===== src/rtl/tron_pkg.sv =====
`default_nettype none
// ============================================================================
// Package     : tron_pkg
// Description : Shared game-flow types for the Tron datapath. The state
//               encoding is visible to score, renderer and bike controllers,
//               so the numeric values are fixed.
// Contents    : game_state_t - 3-bit sequencer state / Game_State encoding
//               winner_t     - 2-bit winner code (none/blue/red/draw)
//               max_int      - constant-time helper for parameter sizing
// Revision    : 1.0 - initial release
// ============================================================================
package tron_pkg;

  typedef enum logic [2:0] {
    TITLE     = 3'd0,
    COUNTDOWN = 3'd1,
    PLAY      = 3'd2,
    CLEAR     = 3'd3,
    GAME_OVER = 3'd4
  } game_state_t;

  // Bit 0 is blue, bit 1 is red, so a simultaneous win ORs into DRAW.
  typedef enum logic [1:0] {
    WIN_NONE = 2'b00,
    WIN_BLUE = 2'b01,
    WIN_RED  = 2'b10,
    WIN_DRAW = 2'b11
  } winner_t;

  function automatic int max_int(input int a, input int b);
    return (a > b) ? a : b;
  endfunction

endpackage
`default_nettype wire


===== src/rtl/sync_edge.sv =====
`default_nettype none
// ============================================================================
// Module      : sync_edge
// Description : Two-flop synchronizer followed by a registered rising-edge
//               detector. The pulse is one Clk wide and appears three Clk
//               cycles after the input rise is first sampled.
// Ports       : Clk      - system clock
//               Reset    - asynchronous active-high reset
//               i_async  - asynchronous level input
//               o_pulse  - one-cycle pulse on a synchronized rising edge
// Revision    : 1.0 - initial release
// ============================================================================
module sync_edge (
  input  logic Clk,
  input  logic Reset,
  input  logic i_async,
  output logic o_pulse
);

  logic       r_meta;
  logic       r_sync;
  logic       r_prev;
  logic       r_pulse;
  // Marks when r_prev holds a real post-reset sample. Without it the reset
  // value of r_prev would look like a low level, and an input held high
  // across reset release would fake a rising edge.
  logic [2:0] r_fill;

  always_ff @(posedge Clk or posedge Reset) begin
    if (Reset) begin
      r_meta  <= 1'b0;
      r_sync  <= 1'b0;
      r_prev  <= 1'b0;
      r_pulse <= 1'b0;
      r_fill  <= 3'b000;
    end else begin
      r_meta  <= i_async;
      r_sync  <= r_meta;
      r_prev  <= r_sync;
      r_fill  <= {r_fill[1:0], 1'b1};
      r_pulse <= r_fill[2] & r_sync & ~r_prev;
    end
  end

  assign o_pulse = r_pulse;

endmodule
`default_nettype wire


===== src/rtl/round_controller.sv =====
`default_nettype none
// ============================================================================
// Module      : round_controller
// Description : Game-flow sequencer for the Tron datapath. Paces the
//               pre-round countdown and game-over hold from frame ticks,
//               runs a four-phase clear handshake between rounds and keeps
//               a sticky win latch.
// Ports       : Clk, Reset       - 50 MHz clock, async active-high reset
//               frame_clk        - ~60 Hz frame strobe (asynchronous)
//               start_key        - start key level (asynchronous)
//               reset_round      - point-scored pulse from score block
//               Blue_W, Red_W    - win pulses from score block
//               clear_done       - ack from trail-clear engine
//               Game_State       - current state (game_state_t encoding)
//               Reset_Score      - one-cycle pulse at new-game start
//               clear_req        - request to trail-clear engine
//               countdown        - display digit, 0 outside COUNTDOWN
//               winner           - winner_t code
// Revision    : 1.0 - initial release
// ============================================================================
module round_controller
  import tron_pkg::*;
#(
  parameter int COUNT_FRAMES = 60,
  parameter int COUNT_STEPS  = 3,
  parameter int OVER_FRAMES  = 180
) (
  input  logic       Clk,
  input  logic       Reset,
  input  logic       frame_clk,
  input  logic       start_key,
  input  logic       reset_round,
  input  logic       Blue_W,
  input  logic       Red_W,
  input  logic       clear_done,
  output logic [2:0] Game_State,
  output logic       Reset_Score,
  output logic       clear_req,
  output logic [1:0] countdown,
  output logic [1:0] winner
);

  localparam int c_fc_max = max_int(COUNT_FRAMES, OVER_FRAMES);
  localparam int c_fc_w   = $clog2(c_fc_max + 1);

  localparam logic [c_fc_w-1:0] c_fc_sat   = c_fc_w'(c_fc_max);
  localparam logic [c_fc_w-1:0] c_fc_count = c_fc_w'(COUNT_FRAMES);
  localparam logic [c_fc_w-1:0] c_fc_over  = c_fc_w'(OVER_FRAMES);
  localparam logic [1:0]        c_cd_start = 2'(COUNT_STEPS);

  logic w_frame_tick;
  logic w_start_edge;

  sync_edge u_sync_frame (
    .Clk     (Clk),
    .Reset   (Reset),
    .i_async (frame_clk),
    .o_pulse (w_frame_tick)
  );

  sync_edge u_sync_start (
    .Clk     (Clk),
    .Reset   (Reset),
    .i_async (start_key),
    .o_pulse (w_start_edge)
  );

  game_state_t       r_state,     w_state_nxt;
  winner_t           r_winner,    w_winner_nxt;
  logic [1:0]        r_countdown, w_countdown_nxt;
  logic              r_clear_req, w_clear_req_nxt;
  logic              r_reset_sc,  w_reset_sc_nxt;
  logic [c_fc_w-1:0] r_frames,    w_frames_nxt;
  logic [c_fc_w-1:0] w_frames_inc;
  winner_t           w_win_latched;

  always_ff @(posedge Clk or posedge Reset) begin
    if (Reset) begin
      r_state     <= TITLE;
      r_winner    <= WIN_NONE;
      r_countdown <= 2'd0;
      r_clear_req <= 1'b0;
      r_reset_sc  <= 1'b0;
      r_frames    <= '0;
    end else begin
      r_state     <= w_state_nxt;
      r_winner    <= w_winner_nxt;
      r_countdown <= w_countdown_nxt;
      r_clear_req <= w_clear_req_nxt;
      r_reset_sc  <= w_reset_sc_nxt;
      r_frames    <= w_frames_nxt;
    end
  end

  always_comb begin
    w_state_nxt     = r_state;
    w_winner_nxt    = r_winner;
    w_countdown_nxt = r_countdown;
    w_clear_req_nxt = r_clear_req;
    w_reset_sc_nxt  = 1'b0;
    w_frames_nxt    = r_frames;

    w_frames_inc  = (r_frames == c_fc_sat) ? r_frames : r_frames + 1'b1;
    // Only the first win is captured; later pulses leave the latch alone.
    w_win_latched = (r_winner == WIN_NONE) ? winner_t'({Red_W, Blue_W}) : r_winner;

    case (r_state)
      TITLE: begin
        if (w_start_edge) begin
          w_reset_sc_nxt = 1'b1;
          w_winner_nxt   = WIN_NONE;
          w_state_nxt    = CLEAR;
        end
      end

      CLEAR: begin
        w_winner_nxt = w_win_latched;
        if (!r_clear_req) begin
          // Wait for the engine to drop its previous ack before requesting.
          if (!clear_done) w_clear_req_nxt = 1'b1;
        end else if (clear_done) begin
          w_clear_req_nxt = 1'b0;
          w_frames_nxt    = '0;
          // A win arriving in this same cycle still routes to GAME_OVER.
          if (w_win_latched != WIN_NONE) begin
            w_state_nxt = GAME_OVER;
          end else begin
            w_state_nxt     = COUNTDOWN;
            w_countdown_nxt = c_cd_start;
          end
        end
      end

      COUNTDOWN: begin
        w_winner_nxt = w_win_latched;
        if (w_frame_tick) begin
          if (w_frames_inc == c_fc_count) begin
            w_frames_nxt = '0;
            if (r_countdown <= 2'd1) begin
              w_countdown_nxt = 2'd0;
              w_state_nxt     = PLAY;
            end else begin
              w_countdown_nxt = r_countdown - 2'd1;
            end
          end else begin
            w_frames_nxt = w_frames_inc;
          end
        end
      end

      PLAY: begin
        w_winner_nxt = w_win_latched;
        if (Blue_W || Red_W) begin
          w_state_nxt  = GAME_OVER;
          w_frames_nxt = '0;
        end else if (reset_round) begin
          w_state_nxt = CLEAR;
        end
      end

      GAME_OVER: begin
        if (w_frame_tick) begin
          w_frames_nxt = w_frames_inc;
          if (w_frames_inc == c_fc_over) w_state_nxt = TITLE;
        end
      end

      default: w_state_nxt = TITLE;
    endcase
  end

  assign Game_State  = r_state;
  assign winner      = r_winner;
  assign countdown   = r_countdown;
  assign clear_req   = r_clear_req;
  assign Reset_Score = r_reset_sc;

endmodule
`default_nettype wire

===== config.mk =====
export PLATFORM = sky130hd
export DESIGN_NAME = round_controller
export DESIGN_NICKNAME = d
export VERILOG_FILES = /design/src/rtl/tron_pkg.sv /design/src/rtl/sync_edge.sv /design/src/rtl/round_controller.sv
export SDC_FILE = /design/constraint.sdc
export NUM_CORES = 1
export LEC_CHECK = 0
export ABC_AREA = 1
export CELL_PAD_IN_SITES_DETAIL_PLACEMENT = 0
export CELL_PAD_IN_SITES_GLOBAL_PLACEMENT = 1
export CORE_MARGIN = 2
export CORE_UTILIZATION = 41
export CTS_CLUSTER_SIZE = 16
export DETAILED_ROUTE_END_ITERATION = 8
export GPL_TIMING_DRIVEN = 0
export PLACE_DENSITY_LB_ADDON = 0.1
export SYNTH_ARGS = -nofsm -noshare
export SYNTH_HDL_FRONTEND = slang
export SYNTH_SLANG_ARGS = --single-unit

===== constraint.sdc =====
create_clock -name Clk -period 2.05 [get_ports Clk]
set_clock_uncertainty 0.15 [all_clocks]
set_input_delay 0.205 -clock Clk [delete_from_list [all_inputs] [get_ports Clk]]
set_output_delay 0.205 -clock Clk [all_outputs]
set_load 0.05 [all_outputs]

=== Yosys cells after proc, flatten, opt, wreduce, memory -nomap -nowiden ===
Index checks and enable logic that the tools add are counted.

* Register bits: 31
* Word-level logic and storage cells: 88

* Add/sub/neg operators: 2
* Magnitude comparators: 1
* Equal/unequal tests: 18
* Muxes and demuxes: 33
* Bitwise operators: 6
* Reduce and logical (&&, ||, !) cells: 12

{| class="wikitable"
|+ Operators with widths
! kind !! count
|-
| $mux 8 || 7
|-
| $mux 3 || 11
|-
| $pmux 8 s4 || 1
|-
| $eq 8x8->1 const B || 2
|-
| $mux 2 || 8
|-
| $pmux 3 s5 || 1
|-
| $ne 2x2->1 const B || 7
|-
| $reduce_and 6->1 || 2
|-
| $reduce_and 9->1 || 1
|-
| $add 8x1->8 const B || 1
|-
| $eq 8x6->1 const B || 1
|-
| $pmux 2 s2 || 2
|-
| $eq 3x2->1 const B || 2
|-
| $ne 2x1->1 const B || 3
|-
| $reduce_bool 2->1 || 3
|-
| $and 1x1->1 || 4
|-
| $reduce_bool 4->1 || 1
|-
| $eq 3x1->1 const B || 1
|-
| $eq 3x3->1 const B || 1
|-
| $logic_not 3->1 || 1
|-
| $mux 1 || 3
|-
| $ne 3x3->1 const B || 1
|-
| $reduce_or 3->1 || 1
|-
| $le 2x1->1 const B || 1
|-
| 5 further kinds || 6
|}

=== Longest topological paths before layout ===
Gate-level depths: netlist (run 1).

* Word-level depth: 7
* Gate-level depth with buffers: 14
* Mapped depth without buffers: 14

=== By module ===
From an unflattened synthesis (run 1), not the netlist that was laid out.

* Cells, all modules: 198
* Area total of the unflattened synthesis: 1,612.8 sq um

{| class="wikitable"
|+ Modules (own cells, without submodules)
! module !! instances !! cells an instance !! area an instance (sq um) !! sequential area each (sq um)
|-
| round_controller || 1 || 176 || 1,227.4 || 425.4
|-
| sync_edge || 2 || 11 || 192.7 || 175.2
|}

=== Least setup slack after synthesis (run 1) ===
Ideal clock, no wire load.

* Kind: reg-to-reg
* Start: register r_state[1] (netlist: Game_State[1])
* End: register r_state[1] (netlist: Game_State[1])
* Data arrival time: 1.626 ns
* Required time: 1.780 ns
* Slack: 0.154 ns
* Cell stages (with the launch flop): 10
* Path buffers: 0
* Clock period less this slack: 1.896 ns
* Cells stage by stage: dfrtp_1 -> nor2_1 -> inv_1 -> nor2_1 -> nand2_1 -> nand3_1 -> nor3_4 -> nand3_4 -> nand2_1 -> nand2_1

* Cells in the longest elaborated chain, start to end: 3
* Elaborated cells on any way between the ends: 16
* Those cells by class: 13 x eq/ne; 1 x mux; 2 x reduce/logical

{| class="wikitable"
|+ Ends and longest elaborated chain
! element !! RTL line !! source
|-
| start: declaration || round_controller.sv:68 || <nowiki>game_state_t r_state, w_state_nxt;</nowiki>
|-
| start signal: assignment || round_controller.sv:86 || <nowiki>r_state <= w_state_nxt;</nowiki>
|-
| $eq 3x2->1, or another cell as far along || round_controller.sv:107 || <nowiki>case (r_state)</nowiki>
|-
| $ne 3x3->1 (no line), or another cell as far along || -- ||
|-
| $reduce_and 9->1 (no line) || -- ||
|}

Several ways; a longest one is shown, not always the timed one.
A chain may end at the register's enable or synchronous reset.

=== Final worst setup path (run 1) ===
* Start: register r_state[1] (netlist: Game_State[1])
* End: output Game_State[1]

{| class="wikitable"
|+ RTL lines
! element !! RTL line !! source
|-
| end: declaration || round_controller.sv:36 || <nowiki>output logic [2:0] Game_State,</nowiki>
|}

No word-level cell between the ends.

==> flow_metrics.tcl, run 1 <==
set metrics [dict create \
    status "finished, final reports clean" \
    wl_per_cell_um 12.2 \
    critical_path_class "register to output port" \
    ioPinCount 17 \
    track_usage_pct 16.6 \
    seqPwrFrac_pct 29.5 \
    p_int_mw 1.43 \
    antenna_found_initial 0 \
    fp.dieH_um 65.4 \
    instances_no_fill 265 \
    tightest_slew_ns 1.02 \
    final_net_count 228 \
    cp_top_family "buffers and inverters" \
    place_congestion 0.834 \
    port_buffers 16 \
    dieArea_um2 4280 \
    cp-start-kind "register" \
    ir_drop_mv 0.729 \
    synth.net_count 200 \
    setup_violations 0 \
    slowest_delay_ns 0.85 \
    drive_gt1_share_pct 24.9 \
    diodes 0 \
    yosysSeqAreaShare_pct 45.3 \
    min_period_ns 1.97 \
    met2WireLength_mm 1.57 \
    synth-seq-cells 28 \
    critPathRequiredTime_ns 1.69 \
    synth.avg_cell_area_um2 8.14 \
    hold_path_class "input pin to register" \
    clkSinkCount 28 \
    grt_pass1_vias 1235 \
    htree_levels 1 \
    ctsLongestPathBuffers 2 \
    synthCells 190 \
    dp_cells 254 \
    grt_max_degree 29 \
    crit_fanout 6 \
    area_growth_pct 26.3 \
    path_buf_inv 1 \
    final_cell_mix "nand2_1, dfrtp_1, inv_1" \
    row_count 22 \
    clk_pin_slew_ns 0.10 \
    post-route-period-util_pct 96.2 \
    cts_made_buffers 3 \
    p_leak_nw 0.924 \
    pwr-share-comb_pct 53.6 \
    grt_pass1_wl_mm 5.43 \
    fmax_ghz 0.507 \
    dr.max_layer_used "met4" \
    ys_types 28 \
    cts_tree "built" \
    avgViaCountPerCell 4.90 \
    power.switching_mw 1.20 \
    cp.arrival_ns 1.62 \
    synth_area_um2 1550 \
    fin_area_um2 1950 \
    wl_met3_um 69 \
    drtIter0Drc 46 \
    power.density_nw_per_um2 1350 \
    detail_route.wirelength_mm 3.23 \
    worstPathCellList "clkdlybuf4s50_1" \
    ant_nets 0 \
    start_util_pct 42.6 \
    whs_ns 0.204 \
    drv_cap 0 \
    slew_viol_final 0 \
    placed_area_um2 1770 \
    clockPowerShare_pct 16.9 \
    setup.worst_path.end_class "output port" \
    wl_met1_mm 1.57 \
    vias 1298 \
    dr.pass1.iters 4 \
    hold_viol_final 0 \
    drc 0 \
    clkLatencyLatePin_ns 0.28 \
    nFillCells 372 \
    rsz0062_at_grt "true" \
    coreArea_um2 3630 \
    cts_hold_buf 0 \
    hpwl_mm 2.35 \
    layout_commonest_cell "nand2_1" \
    die_x_um 65.4 \
    root_buffer "clkbuf_8" \
    sw_frac_of_total_pct 45.8 \
    ys_warn_count 0 \
    crit_slowest_cell "clkdlybuf4s50_1" \
    grt_overflow 0 \
    relSlewSlack_pct 31.9 \
]
[sequential cells by signal (all words and copies together), names as in the netlist, 2 cells and up]
| name | count |
|---|---|
| Game_State | 3 |
| u_sync_start.r_fill | 2 |
| winner | 2 |
| r_frames | 8 |
| countdown | 2 |
[layout make-up]
class / count / area, um^2 / area share (%)
Buffer: 1 / 5.00 / 0.256
Clock buffer: 3 / 41.3 / 2.11
Clock inverter: 1 / 30.0 / 1.54
Inverter: 25 / 93.8 / 4.80
Multi-Input combinational cell: 136 / 807 / 41.3
Sequential cell: 28 / 703 / 36.0
Tap cell: 48 / 60.1 / 3.07
Timing Repair Buffer: 23 / 213 / 10.9
[cells in the mapped netlist, drive strengths merged]
cell type  count  share of area, %
a21oi          4               2.0
and3           1              0.40
buf            1              0.32
conb           1              0.24
dfrtp         28                45
ha             2               1.6
inv           25               6.1
nand2         62                18
nand2b         1              0.40
nand3         18               7.3
nand4          8               3.2
nor2          24               8.4
nor3           3               1.7
o21ai          6               2.4
o22ai          4               1.6
o311ai         1              0.57
xor2           1              0.57
[power groups by stage]
stage | logic [mW] | clock network [mW] | registers [mW]
global route | 1.55 | 0.474 | 0.792
detailed placement | 1.29 | 0 | 0.776
floorplan | 0.722 | 0 | 1.01
global placement | 1.28 | 0 | 0.770
finish | 1.41 | 0.444 | 0.776
CTS | 1.29 | 0.460 | 0.767
[through the flow]
stage | setup TNS, ns | setup WS (ns) | util, % | total power, mW
4_1_cts | 0 | 0.0584 | 50.6 | 2.52
2_1_floorplan | 0 | 0.154 | - | 1.73
3_5_place_dp | 0 | 0.0861 | 48.6 | 2.06
6_report | 0 | 0.0786 | 53.8 | 2.63
5_1_grt | -0.0763 | -0.0386 | 53.8 | 2.82
3_3_place_gp | 0 | 0.127 | 48.6 | 2.05
[per-layer routing]
metal	vias up	GRT usage [%]
li1	667	-
met1	614	22.5
met2	15	26.9
met3	2	2.57
met4	0	6.25
met5	-	0
[worst register-to-register path: stages, from the launching register on]
cell and delay (ns):
dfrtp_2 0.47, inv_2 0.09, ha_4 0.13, nand2_2 0.06
nor2_4 0.17, nand2_4 0.10, nand2_1 0.10, nand2_2 0.07
nand2_2 0.09, nor2_4 0.04, nand2_2 0.07, nand2_4 0.10
nand2_4 0.10, nand2_1 0.07, o21ai_1 0.08
[worst paths after layout]
check                                         startpoint                             to  slack (ns)  cells past startpoint
max reg2reg                      r_frames[0]$_DFFE_PP0P_        r_frames[3]$_DFFE_PP0P_        0.10                     14
min in group asynchronous                          Reset        r_frames[5]$_DFFE_PP0P_        0.31                      2
max                            Game_State[1]$_DFFE_PP0P_                  Game_State[1]        0.08                      1
min reg2reg                u_sync_frame.r_meta$_DFF_PP0_  u_sync_frame.r_sync$_DFF_PP0_        0.21                      0
min                                            start_key  u_sync_start.r_meta$_DFF_PP0_        0.20                      1
max in group asynchronous                          Reset        r_frames[0]$_DFFE_PP0P_        0.76                      2
[cell families (layout without fill, tap and decap cells)]
kind of cell,after synthesis,in the layout,synth area share [%]
DFF,28,28,45.3
AOI/OAI and AO/OA,15,15,6.63
buffers and inverters,26,53,6.39
other,1,1,0.242
and+or+nand+nor,117,117,39.2
xor gates and xnor gates,1,1,0.566
adders and majority gates,2,2,1.62
[timing repair]
item                                    CTS  global route
endpoints found under the setup margin    0             9
resized for setup                         0            15
buffers inserted                          0             7
No activity file was read; power rests on OpenSTA's default activity.
==> inputs of run 2 (changes only) <==
Settings changed: ABC_CLOCK_PERIOD_IN_PS from default to 2050, PLACE_DENSITY from default to 0.76, PLACE_DENSITY_LB_ADDON 0.1 to default.
==> run 2 against run 1 <==
  * Die area unchanged
  * Via count down 0.77%
  * Cell count unchanged
  * Sequential power down 1%
  * Total power down 0.83%
  * Largest cell class unchanged
==> flow_metrics.tcl, run 2 (synthesis results as in run 1) <==
set metrics [dict create \
    status "finished, final reports clean" \
    p_total_mw 2.61 \
    ir_drop_mv 0.685 \
    die_x_um 65.4 \
    rsz0062_at_grt "true" \
    regMostFlops "r_frames" \
    p_leak_nw 0.935 \
    clkLatencyLatePin_ns 0.28 \
    wl_per_cell_um 12.1 \
    fmax_ghz 0.507 \
    drc 0 \
    area_growth_pct 26.5 \
    post-route-period-util_pct 96.2 \
    grt_pass1_wl_mm 5.55 \
    preCtsSetupSlack_ns 0.0843 \
    critical_path_class "register to register" \
    hold_viol_final 0 \
    grt_overflow 0 \
    dieArea_um2 4280 \
    crit_fanout 8 \
    htree_levels 1 \
    cp-start-kind "register" \
    track_usage_pct 17.1 \
    avgViaCountPerCell 4.86 \
    port_buffers 16 \
    drtIter0Drc 67 \
    ant_nets 0 \
    slew_viol_final 0 \
    clk_pin_slew_ns 0.10 \
    detail_route.wirelength_mm 3.21 \
    start_util_pct 42.6 \
    dr.pass1.iters 4 \
    clkSinkCount 28 \
    grt_max_degree 29 \
    coreArea_um2 3630 \
    fp.dieH_um 65.4 \
    min_period_ns 1.97 \
    largest_register_ffs 8 \
    power.density_nw_per_um2 1330 \
    hold_path_class "register to register" \
    antenna_found_initial 0 \
    dp_cells 254 \
    setup.worst_path.end_class "register" \
    tightest_slew_ns 1.06 \
    critPathRequiredTime_ns 2.08 \
    place_congestion 0.794 \
    instances_no_fill 265 \
    ctsLongestPathBuffers 2 \
    cts_tree "built" \
    cts_made_buffers 3 \
    final_net_count 228 \
    relSlewSlack_pct 29.3 \
    hpwl_mm 2.37 \
    diodes 0 \
    cp.arrival_ns 2.00 \
    grt_pass1_vias 1251 \
    vias 1288 \
    setup_ws_ns 0.0782 \
    root_buffer "clkbuf_8" \
    cts_hold_buf 0 \
    ioPinCount 17 \
    row_count 22 \
    setup_violations 0 \
    drive_gt1_share_pct 25.8 \
    drv_cap 0 \
    layout_commonest_cell "nand2_1" \
    final_cell_mix "nand2_1, dfrtp_1, inv_1" \
]
## run 2: cell count changes in the layout (fill, tap and decap cells not counted), sizes merged
cell and change:
clkdlybuf4s50 -1, dlymetal6s2s +1
## run 2: power by group
part,leakage (nW),internal [mW],switching [mW]
combinational,0.550,0.498,0.904
clock,0.0357,0.262,0.179
sequential,0.349,0.660,0.106
total,0.935,1.42,1.19
## run 2: what timing repair did
action,4_1_cts,5_1_grt
endpoints found under the setup margin,0,10
setup buffers,0,7
endpoints found under the hold margin,0,0
resized for setup,0,17
## run 2: critical path: stages (launching register included)
cell     delay, ns
dfrtp_2       0.46
buf_4         0.15
ha_4          0.16
nand3_2       0.10
nand2_1       0.06
nand2_1       0.13
nand3_2       0.12
nor2_2        0.13
nand2_2       0.07
nand2_4       0.13
nand3_2       0.08
nand2_1       0.08
nand2_1       0.05
## run 2: through the flow
stage | instance area [um^2] | utilization (%) | hold slack (ns) | setup TNS (ns)
floorplan | 1550 | - | 0.0864 | 0
global placement | 1770 | 48.6 | 0.182 | 0
detailed placement | 1770 | 48.6 | 0.185 | 0
CTS | 1840 | 50.6 | 0.202 | 0
global route | 1960 | 53.8 | 0.200 | -0.126
finish | 1960 | 53.8 | 0.205 | 0
## run 2: layout make-up
| cell class | instances | area, um^2 |
|---|---|---|
| buffer | 1 | 5.00 |
| inverter | 25 | 93.8 |
| clock buffer | 3 | 41.3 |
| clock inverter | 1 | 30.0 |
| timing repair buffer | 23 | 215 |
| multi-input combinational | 136 | 807 |
| sequential | 28 | 703 |
| tap | 48 | 60.1 |
| fill | 374 | 1680 |
## run 2: worst paths after layout
kind | startpoint | endpoint | slack (ns) | cells after the start
worst max-delay path | r_frames[0]$_DFFE_PP0P_ | countdown[1]$_DFFE_PP0P_ | 0.08 | 12
worst min-delay path | u_sync_start.r_fill[0]$_DFF_PP0_ | u_sync_start.r_fill[1]$_DFF_PP0_ | 0.21 | 0
worst max register to register | r_frames[0]$_DFFE_PP0P_ | countdown[1]$_DFFE_PP0P_ | 0.08 | 12
worst min register to register | u_sync_start.r_fill[0]$_DFF_PP0_ | u_sync_start.r_fill[1]$_DFF_PP0_ | 0.21 | 0
max in group asynchronous | Reset | r_frames[1]$_DFFE_PP0P_ | 0.71 | 2
min in group asynchronous | Reset | u_sync_frame.r_prev$_DFF_PP0_ | 0.33 | 2
## run 2: per-layer routing
layer  global-route usage, %  vias up  part of all wire (%)
met5                       0        -                     0
met4                    8.59        0                   3.2
met3                    2.91       10                   4.3
met2                    29.1       30                    51
met1                    20.9      586                    42
li1                        -      662                     -
